File: config.mk
export PLATFORM = sky130hd
export DESIGN_NAME = branch_resolve_queue
export DESIGN_NICKNAME = d
export VERILOG_FILES = /design/src/rtl/bp_pkg.sv /design/src/rtl/bp_fifo.sv /design/src/rtl/branch_resolve_queue.sv
export SDC_FILE = /design/constraint.sdc
export NUM_CORES = 1
export LEC_CHECK = 0
export ABC_AREA = 0
export CAP_MARGIN = 40
export CORE_MARGIN = 2
export CORE_UTILIZATION = 57
export DETAILED_ROUTE_END_ITERATION = 12
export DONT_BUFFER_PORTS = 1
export GPL_TIMING_DRIVEN = 0
export PLACE_DENSITY = 0.74
export SLEW_MARGIN = 30
export SYNTH_ARGS = -nofsm -noshare
export SYNTH_HDL_FRONTEND = slang
export SYNTH_SLANG_ARGS = --single-unit
export TNS_END_PERCENT = 50
File: constraint.sdc
create_clock -name clk -period 12.9 [get_ports clk]
set_clock_uncertainty 0.05 [all_clocks]
set_input_delay 3.225 -clock clk [delete_from_list [all_inputs] [get_ports clk]]
set_output_delay 3.225 -clock clk [all_outputs]
set_load 0.01 [all_outputs]
File: src/rtl/bp_pkg.sv
// Shared types and constants for the branch resolve queue.
package bp_pkg;

    localparam int unsigned PC_W_DEFAULT  = 32;
    localparam int unsigned IDX_W_DEFAULT = 10;
    localparam int unsigned PC_INC        = 4;

    typedef struct packed {
        logic [PC_W_DEFAULT-1:0]  pc;
        logic                     pred_taken;
        logic [PC_W_DEFAULT-1:0]  pred_target;
        logic [IDX_W_DEFAULT-1:0] gpt_idx;
    } bp_entry_t;

endpackage

File: src/rtl/bp_fifo.sv
// Synchronous FIFO with a clear that outranks push/pop; head is read combinationally.
module bp_fifo #(
    parameter int unsigned DEPTH = 4,
    parameter int unsigned W     = 8
) (
    input  logic                     clk,
    input  logic                     rst,
    input  logic                     i_clear,
    input  logic                     i_push,
    input  logic [W-1:0]             i_data,
    input  logic                     i_pop,
    output logic [W-1:0]             o_head,
    output logic                     o_full,
    output logic                     o_empty,
    output logic [$clog2(DEPTH):0]   o_count
);

    localparam int unsigned PW = $clog2(DEPTH);
    localparam int unsigned CW = PW + 1;

    logic [W-1:0]  r_mem [DEPTH];
    logic [PW-1:0] r_wr_ptr;
    logic [PW-1:0] r_rd_ptr;
    logic [CW-1:0] r_count;
    logic          w_push_ok;
    logic          w_pop_ok;

    always_comb begin
        o_full    = (r_count == CW'(DEPTH));
        o_empty   = (r_count == '0);
        w_push_ok = i_push && !o_full;
        w_pop_ok  = i_pop && !o_empty;
        o_head    = r_mem[r_rd_ptr];
        o_count   = r_count;
    end

    always_ff @(posedge clk) begin
        if (rst || i_clear) begin
            r_wr_ptr <= '0;
            r_rd_ptr <= '0;
            r_count  <= '0;
        end else begin
            if (w_push_ok) begin
                r_mem[r_wr_ptr] <= i_data;
                r_wr_ptr        <= r_wr_ptr + PW'(1);
            end
            if (w_pop_ok)
                r_rd_ptr <= r_rd_ptr + PW'(1);
            case ({w_push_ok, w_pop_ok})
                2'b10:   r_count <= r_count + CW'(1);
                2'b01:   r_count <= r_count - CW'(1);
                default: r_count <= r_count;
            endcase
        end
    end

endmodule

File: src/rtl/branch_resolve_queue.sv
// In-flight branch prediction queue: compares the oldest prediction with the resolved
// outcome and emits registered predictor-update / redirect / error pulses.
module branch_resolve_queue #(
    parameter int unsigned DEPTH = 4,
    parameter int unsigned IDX_W = bp_pkg::IDX_W_DEFAULT,
    parameter int unsigned PC_W  = bp_pkg::PC_W_DEFAULT
) (
    input  logic                   clk,
    input  logic                   rst,
    input  logic                   push_valid,
    input  logic [PC_W-1:0]        push_pc,
    input  logic                   push_pred_taken,
    input  logic [PC_W-1:0]        push_pred_target,
    input  logic [IDX_W-1:0]       push_gpt_idx,
    output logic                   push_ready,
    input  logic                   res_valid,
    input  logic [PC_W-1:0]        res_pc,
    input  logic                   res_taken,
    input  logic [PC_W-1:0]        res_target,
    input  logic                   ext_flush,
    output logic                   upd_valid,
    output logic                   upd_taken,
    output logic [PC_W-1:0]        upd_pc,
    output logic [IDX_W-1:0]       upd_gpt_idx,
    output logic                   mispredict,
    output logic [PC_W-1:0]        redirect_pc,
    output logic                   err_unmatched,
    output logic [$clog2(DEPTH):0] occupancy
);

    import bp_pkg::*;

    // Same layout as bp_entry_t, but sized by this instance's parameters.
    typedef struct packed {
        logic [PC_W-1:0]  pc;
        logic             pred_taken;
        logic [PC_W-1:0]  pred_target;
        logic [IDX_W-1:0] gpt_idx;
    } entry_t;

    localparam int unsigned EW = $bits(entry_t);

    entry_t                 w_push_entry;
    entry_t                 w_head;
    logic                   w_full;
    logic                   w_empty;
    logic                   w_match;
    logic                   w_mismatch;
    logic                   w_pred_wrong;
    logic                   w_redirect_en;
    logic                   w_clear;
    logic                   w_err;
    logic [PC_W-1:0]        w_redirect;
    logic [$clog2(DEPTH):0] w_count;

    logic                   r_upd_valid;
    logic                   r_upd_taken;
    logic [PC_W-1:0]        r_upd_pc;
    logic [IDX_W-1:0]       r_upd_gpt_idx;
    logic                   r_mispredict;
    logic [PC_W-1:0]        r_redirect_pc;
    logic                   r_err_unmatched;

    always_comb begin
        w_push_entry.pc          = push_pc;
        w_push_entry.pred_taken  = push_pred_taken;
        w_push_entry.pred_target = push_pred_target;
        w_push_entry.gpt_idx     = push_gpt_idx;

        w_match      = res_valid && !w_empty && (w_head.pc == res_pc);
        w_mismatch   = res_valid && !w_empty && (w_head.pc != res_pc);
        w_pred_wrong = (w_head.pred_taken != res_taken) ||
                       (w_head.pred_taken && res_taken && (w_head.pred_target != res_target));
        w_redirect_en = w_mismatch || (w_match && w_pred_wrong);
        w_err        = (res_valid && w_empty) || w_mismatch;
        w_clear      = ext_flush || w_redirect_en;
        w_redirect   = res_taken ? res_target : (res_pc + PC_W'(PC_INC));
    end

    bp_fifo #(
        .DEPTH (DEPTH),
        .W     (EW)
    ) u_fifo (
        .clk     (clk),
        .rst     (rst),
        .i_clear (w_clear),
        .i_push  (push_valid),
        .i_data  (w_push_entry),
        .i_pop   (w_match),
        .o_head  (w_head),
        .o_full  (w_full),
        .o_empty (w_empty),
        .o_count (w_count)
    );

    // Payload registers hold their last value between pulses.
    always_ff @(posedge clk) begin
        if (rst) begin
            r_upd_valid     <= 1'b0;
            r_upd_taken     <= 1'b0;
            r_upd_pc        <= '0;
            r_upd_gpt_idx   <= '0;
            r_mispredict    <= 1'b0;
            r_redirect_pc   <= '0;
            r_err_unmatched <= 1'b0;
        end else begin
            r_upd_valid     <= w_match;
            r_mispredict    <= w_redirect_en;
            r_err_unmatched <= w_err;
            if (w_match) begin
                r_upd_taken   <= res_taken;
                r_upd_pc      <= res_pc;
                r_upd_gpt_idx <= w_head.gpt_idx;
            end
            if (w_redirect_en)
                r_redirect_pc <= w_redirect;
        end
    end

    assign push_ready    = !w_full;
    assign occupancy     = w_count;
    assign upd_valid     = r_upd_valid;
    assign upd_taken     = r_upd_taken;
    assign upd_pc        = r_upd_pc;
    assign upd_gpt_idx   = r_upd_gpt_idx;
    assign mispredict    = r_mispredict;
    assign redirect_pc   = r_redirect_pc;
    assign err_unmatched = r_err_unmatched;

endmodule

== Word level (Yosys, flattened, before mapping) ==
Memory sizes are Yosys's and may differ from the RTL's. A register that Yosys moved wholly into a read port is not among the register bits.
Index checks and enable logic that the tools add are counted.

* Register bits after elaboration: 85
* RAM bits: 300
* Input bits: 145
* Memories: 1

* $add $sub $neg: 5
* Equality and inequality tests: 7
* Mux-type cells: 7
* Reduce and logical (&&, ||, !) cells: 18

{| class="wikitable"
|+ Memory list
! name !! words !! bits a word !! rd ports !! clocked after memory_dff !! write ports !! line !! text
|-
| u_fifo.r_mem || 4 || 75 || 1 || 1 || 1 || bp_fifo.sv:21 || <nowiki>logic [W-1:0] r_mem [DEPTH];</nowiki>
|}

{| class="wikitable"
|+ Operators by type and width
! operator !! number
|-
| 32-bit inequality test || 2
|-
| 32-bit by 3-bit adder with 32-bit output (second input constant) || 1
|-
| 32-bit == test || 1
|-
| 32-bit 2-to-1 mux || 1
|-
| 1-bit logical AND || 9
|-
| 3-bit case mux with 2 select lines || 1
|-
| 1-bit logical OR || 5
|-
| 2-bit by 1-bit adder with 2-bit output (second input constant) || 2
|-
| 2-bit 2-to-1 mux || 2
|-
| 3-bit by 1-bit adder with 3-bit output (second input constant) || 1
|-
| 3-bit == test (second input constant) || 1
|-
| 3-bit logical NOT || 1
|-
| 1-bit 2-to-1 mux || 3
|-
| 3-bit by 1-bit subtractor with 3-bit output (second input constant) || 1
|-
| 2-bit by 1-bit == test with 1-bit output (second input constant) || 1
|-
| 2-bit == test (second input constant) || 1
|-
| 1-bit logical NOT || 2
|-
| 2-bit nonzero test || 1
|-
| 1-bit inequality test || 1
|}

== Logic depth before layout (Yosys ltp) ==
Gate-level depths: netlist of run 1.

* Depth after elaboration: 10
* Mapped depth: 17
* Gate-level depth less buffers: 13

== By module ==
Synthesis of run 1 repeated with hierarchy kept, for this count alone.

* Cell total of the unflattened synthesis: 968
* Area total of the unflattened synthesis: 15822.7 um2

{| class="wikitable"
|+ Modules (own cells, without submodules)
! module !! instances !! cells each !! area each (um2) !! seq. area each (um2)
|-
| bp_fifo || 1 || 446 || 11274.6 || 9188.8
|-
| branch_resolve_queue || 1 || 522 || 4548.1 || 1561.5
|}

== Worst setup path before layout of run 1 ==
Ideal clock, no wire load.

* Kind: in2reg
* Start: in res_pc[9]
* End: mem u_fifo.r_mem[3][0] (netlist bit), enable pin
* Arrival: 11.609 ns
* Setup slack: 0.548 ns
* Cell stages on the path: 7
* Buffers on the path: 1
* Path through: clkbuf_1 xnor2_1 nand4_1 nor4_2 nand2_1 o31a_1 nor4_1

* Word-level cells in the longest chain between the ends: 8
* Elaborated cells between the ends (all ways): 10

{| class="wikitable"
|+ RTL lines
! what !! line !! text
|-
| start: declaration || branch_resolve_queue.sv:17 || <nowiki>input logic [PC_W-1:0] res_pc,</nowiki>
|-
| 32-bit == test || branch_resolve_queue.sv:70 || <nowiki>w_match = res_valid && !w_empty && (w_head.pc == res_pc);</nowiki>
|-
| 1-bit logical AND || branch_resolve_queue.sv:70 ||
|-
| 1-bit logical AND || branch_resolve_queue.sv:74 || <nowiki>w_redirect_en = w_mismatch || (w_match && w_pred_wrong);</nowiki>
|-
| 1-bit logical OR * || branch_resolve_queue.sv:74 ||
|-
| 1-bit logical OR * || branch_resolve_queue.sv:76 || <nowiki>w_clear = ext_flush || w_redirect_en;</nowiki>
|-
| 1-bit logical OR * || bp_fifo.sv:38 || <nowiki>if (rst || i_clear) begin</nowiki>
|-
| 1-bit 2-to-1 mux * || bp_fifo.sv:38 ||
|-
| 1-bit 2-to-1 mux (implied by the code) * || bp_fifo.sv:44 || <nowiki>r_mem[r_wr_ptr] <= i_data;</nowiki>
|-
| end: declaration || bp_fifo.sv:21 ||
|}

Every way passes the cells marked *; elsewhere a longest branch is shown, timed or not.

== Final worst setup path of run 1 ==
* Start: in res_pc[20]
* End: mem u_fifo.r_mem[1][1] (netlist bit), enable pin

The elaborated chain is that of the path after synthesis.

==> results of run 1 <==
[final cells by class]
class,count,area [µm²],area share (%)
clock buffers,53,1100,6.11
repair buffers,57,428,2.37
flip-flops and latches,387,10800,59.6
inverters,12,45.0,0.250
multi-input cells,515,4710,26.1
plain buffers,52,241,1.34
diodes,1,2.50,0.0139
clock inverters,23,323,1.79
well taps,341,427,2.37
[sequential cells by signal, summed over array words and instances, names as in the netlist, named ones only]
register         cells
u_fifo.r_rd_ptr      2
err_unmatched        1
u_fifo.o_count       3
redirect_pc         32
upd_valid            1
upd_pc              32
upd_taken            1
u_fifo.r_wr_ptr      2
mispredict           1
u_fifo.r_mem       300
upd_gpt_idx         10
[critical path: cells and delay by family]
family | cells | cell delay, ps
simple gates | 4 | 1270
compound gates | 1 | 370
buf+inv | 8 | 1700
xor+xnor | 1 | 240
[routing by layer]
layer / part of all wire (%) / up-vias / global-route usage, %
li1: - / 3862 / -
met1: 37 / 4306 / 33.9
met2: 46 / 432 / 42.7
met3: 12 / 87 / 10.9
met4: 3.8 / 0 / 10.7
met5: 0 / - / 0.696
[where the power goes]
part	internal, W	leakage (nW)	total, W	switching (W)
registers	0.00136	3.41	0.00136	0.00000656
clock network	0.000747	0.681	0.00122	0.000475
logic	0.0000365	2.21	0.0000871	0.0000506
total	0.00214	6.31	0.00267	0.000532
[synthesized netlist by cell type]
library cell  instances  area share (%)
dfxtp_1              87              11
inv_2                 1           0.024
nand3_1              18            0.57
and4_1                2            0.11
mux2_2                6            0.43
a21boi_1              1           0.048
nand4_1              21            0.84
nor4_1                9            0.36
buf_4                 3            0.14
nand2_1              74             1.8
o31a_1                1           0.056
a21oi_1               8            0.25
mux2i_1              71             4.5
nor4_2                2            0.16
fa_1                  1            0.13
ha_1                  7            0.56
buf_6                 3            0.21
xor2_1               12            0.67
o21ai_0              19            0.60
or2_2                 1           0.040
and3_1                6            0.24
buf_2                10            0.32
nor2_1               59             1.4
clkbuf_1             34            0.81
o31ai_4               1            0.14
xnor2_1              86             4.8
nor2b_1               6            0.24
o211a_1               1           0.064
mux2_1                2            0.14
inv_1                11            0.26
and2_1                2           0.080
o211ai_1              5            0.24
edfxtp_1            300              57
buf_1                 2           0.048
mux4_2               75              11
nand2b_1              5            0.20
nor3_1               14            0.45
[worst max path at each step]
| stage | endpoint | startpoint | cells past startpoint | slack (ps) |
|---|---|---|---|---|
| 6_report | u_fifo.r_mem[1][1] | res_pc[20] | 14 | 6280 |
| 5_1_grt | u_fifo.r_mem[1][1] | res_pc[20] | 14 | 6140 |
| 4_1_cts | u_fifo.r_mem[3][1] | res_pc[20] | 12 | 6290 |
| 3_5_place_dp | u_fifo.r_mem[3][3] | res_pc[20] | 12 | 5750 |
| 3_3_place_gp | u_fifo.r_mem[3][3] | res_pc[20] | 7 | -5840 |
| 2_1_floorplan | u_fifo.r_mem[3][0] | res_pc[9] | 7 | 550 |
[logic make-up (layout without fill, tap and decap cells)]
family | count (synthesis) | in the layout | share of synthesized area [%]
AO/OA/AOI/OAI | 36 | 36 | 1.40
XOR/XNOR | 98 | 98 | 5.46
adder cells (fa/ha/maj) | 8 | 8 | 0.684
buffers and inverters | 64 | 197 | 1.82
flip-flops | 387 | 387 | 68.4
multiplexers | 154 | 154 | 15.8
other | 0 | 1 | 0
AND/OR/NAND/NOR | 219 | 219 | 6.45
[stage by stage]
step	worst slack (ps)	cells	total power, W	instance area [µm²]	hold slack, ps
6_report	6280	1441	0.00267	18000	452
2_1_floorplan	548	966	0.00145	15700	432
3_3_place_gp	-5840	1307	0.00147	16200	444
3_5_place_dp	5750	1363	0.00148	16600	450
5_1_grt	6140	1440	0.00274	18000	473
4_1_cts	6290	1439	0.00269	18000	458
==> summary.txt, run 1 <==
Die
  • Die area: between 20000 and 30000 µm²
  • I/O pin total: around 230
  • Die Ht: ~170 µm
  • # rows: 60
  • Core region area: approximately 27000 µm²
  • Initial Util: between 50% and 60%
  • Die width: between 150 and 200 µm

Yosys
  • Yosys Warn Count: 0
  • Synthesized net count: roughly 1100
  • Mapped Area: 15700 µm²
  • Unique masters post-synth: 37
  • Syn_area_per_cell: 16.3 µm²
  • Mapped Cells: just under 1000
  • Post-synthesis register bit count: around 390
  • Share of the yosys chip area belonging to registers: around 68%

Final layout
  • Commonest non-fill, non-tap cell in the layout: edfxtp_1
  • Layout Utilization: between 60 and 70%
  • Layout Nets: around 1200
  • Area grow syn2layout: 14.6%
  • Most frequent cells in the layout: edfxtp_1 (300), dfxtp_1 (87), xnor2_1 (86)
  • Share of cells above drive strength 1: between 20 and 25%
  • Fill cells: about 1900

Clock tree
  • Reg clk slew, reported paths: approximately 60 ps
  • H-tree level count: 2
  • Clk_lat worst skew: about 550 ps
  • Cts hold-fix bufs: 0
  • # Post-CTS Setup Buffers: 0
  • CTS tree: yes
  • Maximum root-to-sink buffer count: 3
  • Inserted Clock Buffers: 41
  • Clock tree sinks: approximately 390
  • CTS resizes: 0
  • Root Buffer: clkbuf_16

Route
  • Via-to-Cell Ratio: between 6 and 7
  • Starting DRT DRC Count: roughly 700
  • Post-DRT Antenna Nets: 0
  • WL per Instance: about 27 µm
  • Number of remaining DRC errors: 0
  • WL final: just under 40000 µm
  • Via Count: about 8700
  • Number of iterations in the first detailed-routing pass: 5

Worst setup path
  • CP Data Required Time: 13100 ps
  • Crit path cell chain: clkbuf_1 > xnor2_1 > nand4_1 > nor4_2 > nand2_1 > o31a_1 > buf_2 > nor3_2 > buf_4 > buf_6 > buf_4 > buf_6 > buf_6 > buf_4
  • Worst r2r path cells: 16
  • Slowest stage cell, crit path: nor4_2
  • Crit Path Category: primary input to flip-flop
  • CP peak stage delay: ~460 ps
  • R2R setup slack: roughly 7400 ps
  • Critical path arrival: approximately 6800 ps
  • Worst setup SP type: primary input
  • Crit end category: flip-flop
  • Reg2Reg Capture Point: u_fifo.r_mem[1][1]
  • CP Max Fanout: 10

Min path
  • Hold EP: redirect_pc[25]
  • Hold path startpoint: redirect_pc[25]
  • Worst hold path class: flip-flop to flip-flop
  • Hold Crit Depth: 2

STA
  • RSZ-0062 raised after global routing: false
  • Max Slew Vio Count: 0
  • Final setup vio count: 0
  • Setup TNS: 0 ps
  • Minimum clock period: around 6600 ps
  • Final clock period utilization by the worst path: 51.3%
  • Final Hold Fails: 0
  • Slew Limit Headroom: ~45%
  • Fmax: approximately 0.15 GHz
  • Slew @ Worst Pin: 825 ps

GRT
  • Largest net degree at the start of global routing: 15
  • Tot GR Track Use: a little over a quarter
  • First-pass GRT wire length: around 56000 µm
  • Antenna violations before repair: 1
  • Vias in the first global route: approximately 9000
  • Gr ovfl total: 0

Place
  • Post-DP HPWL: a little under 30000 µm
  • GP Congestion: 0.875
  • I/O Buffers: 0

Status
  • Status: complete, no violations

Job
  • Max-capacitance violation count: 0

Pwr
  • P_leak: between 6 and 7 nW
  • Peak VDD IR: 0.116 mV
  • PwrDens: about 150 nW/µm²
(Power assumes the default switching activity.)
==> run 2, diff against run 1 <==
==> constraint.sdc (replaced) <==
create_clock -name clk -period 5.9 [get_ports clk]
set_clock_uncertainty 0.05 [all_clocks]
set_input_delay 1.475 -clock clk [delete_from_list [all_inputs] [get_ports clk]]
set_output_delay 1.475 -clock clk [all_outputs]
set_load 0.01 [all_outputs]
==> summary.txt, run 2 (synthesis results as in run 1) <==
GRT
  • Gr ovfl total: 0 (unchanged)
  • Largest net degree at the start of global routing: 15 (unchanged)
  • Tot GR Track Use: 26.9% (was 27.2%)
  • Vias in the first global route: 8746 (was 9007)
  • Antenna violations before repair: 1 (unchanged)
  • First-pass GRT wire length: 55500 µm (was 56200 µm)

Final layout
  • Share of cells above drive strength 1: 18.2% (was 20.6%)
  • N_diodes: 0 (was 1)
  • Layout Utilization: 66.0% (was 66.7%)
  • Area grow syn2layout: 13.5% (was 14.6%)
  • Largest Register: u_fifo.r_mem (unchanged)
  • Most frequent cells in the layout: edfxtp_1 (300), dfxtp_1 (87), xnor2_1 (86) (unchanged)
  • Commonest non-fill, non-tap cell in the layout: edfxtp_1 (unchanged)
  • Layout Nets: 1195 (was 1219)
  • Max reg flops: 300 (unchanged)

STA
  • Fmax: about 0.17 GHz
  • Minimum clock period: between 5000 and 6000 ps
  • Slew @ Worst Pin: 795 ps (was 825 ps)
  • Final Hold Fails: 0 (unchanged)
  • Final clock period utilization by the worst path: a little over nine tenths
  • Setup slack after layout: 144 ps (was 6280 ps)
  • RSZ-0062 raised after global routing: false (unchanged)
  • WHS: 453 ps (was 452 ps)
  • Final setup vio count: 0 (unchanged)
  • Max Slew Vio Count: 0 (unchanged)
  • Setup TNS: 0 ps (unchanged)
  • Slew Limit Headroom: 46.8% (was 45.0%)

Route
  • Starting DRT DRC Count: 729 (was 698)
  • Met1 WL: 14700 µm (was 14400 µm)
  • Via-to-Cell Ratio: 6.08 (was 6.03)
  • WL per Instance: 27.2 µm (was 26.7 µm)
  • WL final: 38400 µm (about the same)
  • Highest Signal Layer: met5 (was met4)
  • Met3 WL: 4490 µm (was 4750 µm)
  • Number of remaining DRC errors: 0 (unchanged)
  • Met2 WL: 18100 µm (was 17800 µm)
  • Number of iterations in the first detailed-routing pass: 5 (unchanged)
  • Post-DRT Antenna Nets: 0 (unchanged)
  • Via Count: 8597 (was 8687)

Min path
  • Hold Crit Depth: 2 (unchanged)
  • Worst hold path class: flip-flop to flip-flop (unchanged)
  • Hold EP: redirect_pc[15] (was redirect_pc[25])
  • Hold path startpoint: redirect_pc[15] (was redirect_pc[25])

Place
  • Post-DP HPWL: 28700 µm (was 29200 µm)
  • Pre-CTS WS: 6.59 ps (was 5750 ps)
  • I/O Buffers: 0 (unchanged)
  • GP Congestion: 0.847 (was 0.875)

Job
  • Max-capacitance violation count: 0 (unchanged)

Worst setup path
  • Slowest stage cell, crit path: nor3_4 (was nor4_2)
  • Crit end category: flip-flop (unchanged)
  • Critical path arrival: 5950 ps (was 6820 ps)
  • R2R setup slack: 140 ps (was 7400 ps)
  • Crit Path Category: flip-flop to flip-flop (was primary input to flip-flop)
  • CP peak stage delay: 710 ps (was 460 ps)
  • CP Max Fanout: 12 (was 10)
  • Crit path cell chain: clkbuf_1 > clkdlybuf4s15_2 > mux4_2 > xnor2_1 > nand4_1 > nor4_2 > nand2_1 > o31a_1 > buf_2 > nor3_4 > buf_6 > buf_6 > buf_6 > buf_6 (was clkbuf_1 > xnor2_1 > nand4_1 > nor4_2 > nand2_1 > o31a_1 > buf_2 > nor3_2 > buf_4 > buf_6 > buf_4 > buf_6 > buf_6 > buf_4)
  • Worst setup SP type: flip-flop (was primary input)
  • CP top delay family: buffers and inverters (unchanged)
  • Worst r2r path cells: 14 (was 16)
  • CP Data Required Time: 6100 ps (was 13100 ps)
  • WP buf/inv: 7 (was 8)
  • Reg2Reg Capture Point: u_fifo.r_mem[1][71] (was u_fifo.r_mem[1][1])
  • Crit path top cell by count: buf_6

Clock tree
  • Maximum root-to-sink buffer count: 3 (unchanged)
  • Clock tree sinks: 387 (unchanged)
  • Root Buffer: clkbuf_16 (unchanged)
  • Inserted Clock Buffers: 40 (was 41)
  • H-tree level count: 2 (unchanged)
  • CTS tree: yes (unchanged)
  • Reg clk slew, reported paths: 60 ps (about the same)
  • Clk_lat worst skew: 540 ps (was 550 ps)

Pwr
  • Power, Total: 0.00561 W (was 0.00267 W)
  • Peak VDD IR: 0.340 mV (was 0.116 mV)
  • PwrDens: 314 nW/µm² (was 148 nW/µm²)
  • P_leak: 6.14 nW (was 6.31 nW)

Die
  • Die width: 170 µm (unchanged)
  • # rows: 60 (unchanged)
  • Core region area: 27000 µm² (unchanged)
  • Initial Util: 58.2% (unchanged)
  • I/O pin total: 227 (unchanged)
  • Die Ht: 170 µm (unchanged)
  • Die area: 28900 µm² (unchanged)

Status
  • Status: complete, no violations (unchanged)
## run 2: worst min-delay path, stage by stage, from the launching register on
cell and delay, ps:
dfxtp_1 330, nand2_1 60, mux2i_1 50
## run 2: power breakdown
| group | internal [W] | leakage, nW | switching (W) | total, W |
|---|---|---|---|---|
| Combinational | 0.0000798 | 2.10 | 0.000108 | 0.000188 |
| Clock | 0.00144 | 0.620 | 0.000999 | 0.00244 |
| Sequential | 0.00297 | 3.41 | 0.0000160 | 0.00298 |
| Total | 0.00449 | 6.14 | 0.00112 | 0.00561 |
## run 2: what timing repair did
| action | in CTS | in global routing |
|---|---|---|
| endpoints found under the setup margin | 6 | 0 |
| setup buffers | 0 | 0 |
| hold buffers | 0 | 0 |
| resized for setup | 2 | 0 |
## run 2: how the worst max path moves through the flow
stage / startpoint / end / depth (start not counted)
finish: flip-flop / u_fifo.r_mem[1][71] / 14
global placement: flip-flop / u_fifo.r_mem[0][35] / 10
CTS: flip-flop / u_fifo.r_mem[0][63] / 15
detailed placement: flip-flop / u_fifo.r_mem[1][73] / 14
floorplan: res_pc[9] / u_fifo.r_mem[0][0] / 8
global route: flip-flop / u_fifo.r_mem[0][20] / 15
## run 2: cell type report
class	count	area [µm²]
inverter	12	45.0
timing repair buffer	34	358
tap	341	427
buffer	52	249
fill	1912	9180
multi-input combinational	515	4740
clock inverter	13	125
clock buffer	61	1150
sequential	387	10800
## run 2: per-layer routing
metal,vias up,global-route usage (%)
li1,3817,-
met1,4320,34.8
met2,388,42.3
met3,70,9.79
met4,2,9.40
met5,-,0
## run 2: stage by stage
stage	area [µm²]	std cells
3_5_place_dp	16500	1339
6_report	17800	1415
2_1_floorplan	15800	966
4_1_cts	17800	1413
3_3_place_gp	16200	1307
5_1_grt	17800	1415
